$ cat src/rtl/pc_pkg.sv
// Shared types and constants for the RV32I program-counter generator.
package pc_pkg;

    typedef enum logic [1:0] {
        PC_INC    = 2'b00,
        PC_BRANCH = 2'b01,
        PC_JALR   = 2'b10,
        PC_TRAP   = 2'b11
    } pc_src_t;

    localparam int PC_STEP = 4;

endpackage

$ cat src/rtl/pc_target_sel.sv
// Combinational next-PC target formation: builds the four candidate targets,
// forces alignment and redirects misaligned branch/jalr targets to the trap vector.
module pc_target_sel
    import pc_pkg::*;
#(
    parameter int WIDTH = 32
) (
    input  logic [WIDTH-1:0] pc,
    input  logic [1:0]       pc_src,
    input  logic [WIDTH-1:0] imm_op,
    input  logic [WIDTH-1:0] jalr_target,
    input  logic [WIDTH-1:0] trap_vector,
    output logic [WIDTH-1:0] target,
    output logic             misalign,
    output logic             is_trap
);

    logic [WIDTH-1:0] inc_target;
    logic [WIDTH-1:0] branch_target;
    logic [WIDTH-1:0] jalr_aligned;
    logic [WIDTH-1:0] trap_aligned;
    logic             unused_low_bits;

    assign inc_target    = pc + WIDTH'(PC_STEP);
    assign branch_target = pc + imm_op;
    assign jalr_aligned  = {jalr_target[WIDTH-1:1], 1'b0};
    assign trap_aligned  = {trap_vector[WIDTH-1:2], 2'b00};

    // Bits discarded by alignment forcing are intentionally ignored.
    assign unused_low_bits = ^{jalr_target[0], trap_vector[1:0]};

    // NOTE: every output gets a default before the case so no latch is inferred.
    always_comb begin
        target   = inc_target;
        misalign = 1'b0;
        is_trap  = 1'b0;
        case (pc_src_t'(pc_src))
            PC_INC: begin
                target = inc_target;
            end
            PC_BRANCH: begin
                misalign = branch_target[1];
                target   = misalign ? trap_aligned : branch_target;
                is_trap  = misalign;
            end
            PC_JALR: begin
                misalign = jalr_aligned[1];
                target   = misalign ? trap_aligned : jalr_aligned;
                is_trap  = misalign;
            end
            PC_TRAP: begin
                target  = trap_aligned;
                is_trap = 1'b1;
            end
        endcase
    end

endmodule

$ cat src/rtl/pc_gen.sv
// Registered program-counter generator with fetch stall, pending-redirect buffer
// and misalignment trap. Optional retire counter built when PC_GEN_RETIRE_CNT_EN is defined.
module pc_gen
    import pc_pkg::*;
#(
    parameter int                WIDTH        = 32,
    parameter logic [WIDTH-1:0]  RESET_VECTOR = '0,
    parameter int                CNT_WIDTH    = 32
) (
    input  logic                 clk,
    input  logic                 rst_n,
    input  logic                 stall,
    input  logic [1:0]           PCsrc,
    input  logic [WIDTH-1:0]     ImmOp,
    input  logic [WIDTH-1:0]     jalr_target,
    input  logic [WIDTH-1:0]     trap_vector,
    output logic [WIDTH-1:0]     PC,
    output logic [WIDTH-1:0]     PC_plus4,
    output logic                 misaligned,
    output logic [CNT_WIDTH-1:0] retire_cnt
);

    logic [WIDTH-1:0] pc_q, pc_d;
    logic             pend_valid_q, pend_valid_d;
    logic [WIDTH-1:0] pend_target_q, pend_target_d;
    logic             pend_trap_q, pend_trap_d;
    logic             misaligned_q, misaligned_d;

    logic [WIDTH-1:0] sel_target;
    logic             sel_misalign;
    logic             sel_trap;
    logic             redirect;
    logic             keep_pending;

    pc_target_sel #(.WIDTH(WIDTH)) u_target_sel (
        .pc          (pc_q),
        .pc_src      (PCsrc),
        .imm_op      (ImmOp),
        .jalr_target (jalr_target),
        .trap_vector (trap_vector),
        .target      (sel_target),
        .misalign    (sel_misalign),
        .is_trap     (sel_trap)
    );

    assign redirect = (pc_src_t'(PCsrc) != PC_INC);
    // A buffered trap may only be displaced by another trap.
    assign keep_pending = pend_valid_q && pend_trap_q && !sel_trap;

    always_comb begin
        pc_d          = pc_q;
        pend_valid_d  = pend_valid_q;
        pend_target_d = pend_target_q;
        pend_trap_d   = pend_trap_q;
        misaligned_d  = redirect && sel_misalign;

        if (stall) begin
            if (redirect && !keep_pending) begin
                pend_valid_d  = 1'b1;
                pend_target_d = sel_target;
                pend_trap_d   = sel_trap;
            end
        end else begin
            pend_valid_d = 1'b0;
            pend_trap_d  = 1'b0;
            pc_d         = (pend_valid_q && !redirect) ? pend_target_q : sel_target;
        end
    end

    // NOTE: sequential state uses non-blocking assignments only, so every
    // register samples its pre-edge inputs regardless of statement order.
    always_ff @(posedge clk or negedge rst_n) begin
        if (!rst_n) begin
            pc_q          <= RESET_VECTOR;
            pend_valid_q  <= 1'b0;
            pend_target_q <= '0;
            pend_trap_q   <= 1'b0;
            misaligned_q  <= 1'b0;
        end else begin
            pc_q          <= pc_d;
            pend_valid_q  <= pend_valid_d;
            pend_target_q <= pend_target_d;
            pend_trap_q   <= pend_trap_d;
            misaligned_q  <= misaligned_d;
        end
    end

`ifdef PC_GEN_RETIRE_CNT_EN
    logic [CNT_WIDTH-1:0] retire_cnt_q;

    always_ff @(posedge clk or negedge rst_n) begin
        if (!rst_n) begin
            retire_cnt_q <= '0;
        end else if (!stall) begin
            retire_cnt_q <= retire_cnt_q + 1'b1;
        end
    end

    assign retire_cnt = retire_cnt_q;
`else
    assign retire_cnt = '0;
`endif

    assign PC         = pc_q;
    assign PC_plus4   = pc_q + WIDTH'(PC_STEP);
    assign misaligned = misaligned_q;

endmodule

$ cat config.mk
export PLATFORM = sky130hd
export DESIGN_NAME = pc_gen
export DESIGN_NICKNAME = d
export VERILOG_FILES = /design/src/rtl/pc_pkg.sv /design/src/rtl/pc_target_sel.sv /design/src/rtl/pc_gen.sv
export SDC_FILE = /design/constraint.sdc
export NUM_CORES = 1
export LEC_CHECK = 0
export ABC_AREA = 1
export BUFFER_PORTS_ARGS = -buffer_cell sky130_fd_sc_hd__buf_2
export CORE_UTILIZATION = 30
export CTS_BUF_LIST = sky130_fd_sc_hd__clkbuf_2 sky130_fd_sc_hd__clkbuf_4 sky130_fd_sc_hd__clkbuf_8
export DETAILED_ROUTE_END_ITERATION = 6
export PLACE_DENSITY_LB_ADDON = 0.08
export SYNTH_ARGS = -nofsm -noshare
export SYNTH_HDL_FRONTEND = slang
export SYNTH_SLANG_ARGS = --single-unit
$ cat constraint.sdc
create_clock -name clk -period 4.45 [get_ports clk]
set_input_delay 0.89 -clock clk [delete_from_list [all_inputs] [get_ports clk]]
set_output_delay 0.89 -clock clk [all_outputs]
set_load 0.02 [all_outputs]
==> impl_summary.txt <==
----------------------------------------------------
[Critical path]
  Data required time of the critical path ... 3560 ps
  Critical setup path kind ... reg2out
  Count of buffer and inverter cells on the critical path ... 2
  Critical path launch point type ... register
  Largest driver fanout on the critical path ... 7
  Worst reg2reg setup slack ... 1450 ps
  Sequence of cells on the critical path ... ha_1 > nand3_2 > inv_2 > nand3_1 > nor4_1 > or2_2 > nand2_1 > buf_2
  Crit path DAT ... 2520 ps
  Critical Path Max Stage Delay ... 540 ps
  Top cell family by delay on the critical path ... simple AND/OR/NAND/NOR gates
  Critical Path Sink ... PC_plus4[24]
  Slowest-stage cell, CP ... dfrtp_1
  Reg2reg path depth ... 11
  Critical path origin ... PC[2]$_DFFE_PN0N_
  Category of the worst setup path capture point ... output port
  Reg-to-reg endpoint ... pend_target_q[11]$_DFFE_PN0P_
  Launch instance of the worst register-to-register path ... PC[0]$_DFFE_PN0N_
  Cell count along the critical path ... 8

[Cells and area]
  Share of cells above drive strength 1 ... 0.150
  Highest-count cells in the layout ignoring fill and taps ... nand2_1, inv_1, buf_2, nor2_1, dfrtp_1
  Diode insertion count for antenna repair ... 0
  Final design utilization ... 0.356
  Most common cell after layout, fill and taps aside ... nand2_1
  Fill cell count ... 2907
  Growth of design area from synthesis to finish ... 15.9%
  Combined area of the multi-input logic cells ... 0.00481 mm²
  Final-stage net count ... 1578
  Sequential cell area in the final layout ... 0.00168 mm²

[Route]
  Wirelength per Cell ... 16.7 µm
  Count of vias placed by the detailed router ... 8242
  Final wirelength ... 29500 µm
  Number of DRC violations after detailed-routing iteration 0 ... 546
  Number of detailed-route iterations in the first pass ... 5
  Post-route ant nets ... 0
  Number of vias per cell after detailed routing ... 4.66
  Remaining DRCs ... 0

[Synth]
  #FFs+latches synth ... 67
  Count of flip-flops with a built-in enable after synthesis ... 0
  Mean instance size in the synthesized netlist ... 5.78 µm²
  Combined area of all synthesized cells ... 0.00749 mm²
  Count of unique library cells instantiated by Yosys ... 42
  Seq/Total Area, Yosys ... 0.224
  Fraction of synthesis flops using an asynchronous set or reset pin ... 1.00
  Number of instances in the synthesized netlist ... 1297
  Main synth FF type ... dfrtp_1
  Yosys synthesis warning count ... 0

[STA]
  Final worst slack ... 1040 ps
  Upper clock frequency limit ... 293 MHz
  Setup TNS after final layout ... 0 ps
  Worst max-slew margin expressed relative to the limit ... 0.383
  RSZ-0062 raised after global routing ... no
  Number of hold violations in the final report ... 0
  Number of pins with negative max-slew slack in the final report ... 0
  Minimum clock period after layout ... 3410 ps
  Post-route clock period utilization ... 0.767
  Tightest Pin Transition ... 925 ps
  Clk_skew ... 13.4 ps
  Setup Viol. Count Final ... 0

[Pwr]
  Power density cells ... 323 mW/mm²
  Final Power ... 2.81 mW
  Worst ir drop on vdd ... 0.000135 V
  Leakage ... 5.00 nW

[Run]
  MaxCap Viol Count ... 0

[CTS]
  Number of CTS-inserted buffers ... 9
  Number of gates resized after cts ... 0
  Post CTS Setup Buffer Count ... 0
  Worst-case clock buffer depth ... 2
  Clock root buffer ... clkbuf_8
  Total number of clock tree sinks ... 67
  Clock Latency Late Sink ... 360 ps
  CTS tree ... done
  Clock-pin slew of the registers on the worst-case setup and hold paths ... 90 ps
  Hold buffer count at cts ... 0
  Number of H-tree branching levels ... 3

[Die]
  Die Y ... 160 µm
  Die width ... 160 µm
  Number of rows created at floorplan ... 57
  Number of top-level pins ... 198
  Standard cell core area ... 0.0244 mm²
  Starting density of the core ... 0.307
  Die footprint ... 0.0256 mm²

[Global route]
  Number of antenna violations at the first check in global routing ... 0
  Maximum number of pins on one net before global-route repair ... 68
  Overall global routing resource usage ... 0.233
  Number of global-route vias before repair ... 7927
  GR Overflow Total ... 0
  Wire length of the first global-routing pass ... 45300 µm

[Status]
  Status ... finished, final reports clean

[Place]
  Setup slack after placement ... 902 ps
  Number of input and output port buffers inserted ... 162
  Half-perimeter wire length after placement ... 24100 µm
  Final estimated routing congestion in global placement ... 0.913

[Worst hold path]
  Classification of the worst-slack hold path ... reg2reg

----------------------------------------------------
-- logic make-up after synthesis --
group	count (synthesis)	synth area share
AOI/OAI and AO/OA	170	0.130
xor gates and xnor gates	25	0.0312
adders and majority gates	38	0.0645
buffers and inverters	262	0.150
and+or+nand+nor	734	0.400
other	1	0.000501
DFF	67	0.224
-- how the worst min path moves through the flow --
stage / from / endpoint / slack (ps) / cells after the start
3_3_place_gp: pend_target_q[11]$_DFFE_PN0P_ / pend_target_q[11]$_DFFE_PN0P_ / 460 / 2
4_1_cts: pend_target_q[11]$_DFFE_PN0P_ / pend_target_q[11]$_DFFE_PN0P_ / 490 / 2
6_report: pend_target_q[11]$_DFFE_PN0P_ / pend_target_q[11]$_DFFE_PN0P_ / 490 / 2
2_1_floorplan: pend_target_q[0]$_DFFE_PN0P_ / pend_target_q[0]$_DFFE_PN0P_ / 450 / 2
3_5_place_dp: pend_target_q[11]$_DFFE_PN0P_ / pend_target_q[11]$_DFFE_PN0P_ / 470 / 2
5_1_grt: pend_target_q[11]$_DFFE_PN0P_ / pend_target_q[11]$_DFFE_PN0P_ / 510 / 2
-- per-layer routing --
| layer | vias to the layer above | global-route usage | share of wire | routed length, µm |
|---|---|---|---|---|
| li1 | 4289 | - | - | - |
| met1 | 3722 | 0.316 | 0.47 | 13800 |
| met2 | 197 | 0.388 | 0.47 | 13800 |
| met3 | 34 | 0.0195 | 0.039 | 1140 |
| met4 | 0 | 0.0779 | 0.026 | 768 |
| met5 | - | 0 | 0 | 0 |
-- worst reg2reg max path, cell delays in order (launching register included) --
cell     delay, ps
dfrtp_1        440
ha_1           290
fa_1           480
nand2_1        200
nand2_1        260
nand2_1        150
nand3_1         80
nand2_1        100
nor2_1          60
inv_2          420
buf_12         270
o21ai_0        110
-- metrics by stage --
step / cells / cell area (µm²) / hold WS [ps]
after floorplan: 1328 / 7610 / 448
after global placement: 1752 / 8510 / 462
after detailed placement: 1752 / 8510 / 472
after CTS: 1768 / 8680 / 492
after global routing: 1768 / 8680 / 506
final: 1768 / 8680 / 487
-- power by group --
| group | switching [mW] | internal, mW |
|---|---|---|
| Combinational | 0.986 | 0.462 |
| Clock | 0.272 | 0.205 |
| Sequential | 0.175 | 0.709 |
-- final cells by class --
type / instances / area share
clock buffers: 9 / 0.0143
flip-flops and latches: 67 / 0.193
repair buffers: 171 / 0.103
clock inverters: 7 / 0.00620
well taps: 324 / 0.0467
multi-input cells: 999 / 0.554
inverters: 191 / 0.0826
-- cells in the mapped netlist, types with 6 or more instances --
cell	count	area, µm²
a211oi_1	24	180
a21oi_1	49	245
buf_2	8	40.0
buf_4	35	263
clkbuf_1	27	101
dfrtp_1	67	1680
ha_1	37	463
inv_1	184	691
inv_2	7	26.3
nand2_1	474	1780
nand3_1	64	320
nand4_1	15	93.8
nor2_1	137	514
nor3_1	12	60.1
o21ai_0	60	300
o21ai_1	17	85.1
or2_1	6	37.5
xnor2_1	7	61.3
xor2_1	16	140
-- sequential cells by signal, indices dropped and copies added (netlist names) --
| name | cells |
|---|---|
| pend_target_q | 32 |
| pend_trap_q | 1 |
| pend_valid_q | 1 |
| PC | 32 |
| misaligned | 1 |
(Power assumes the default switching activity.)
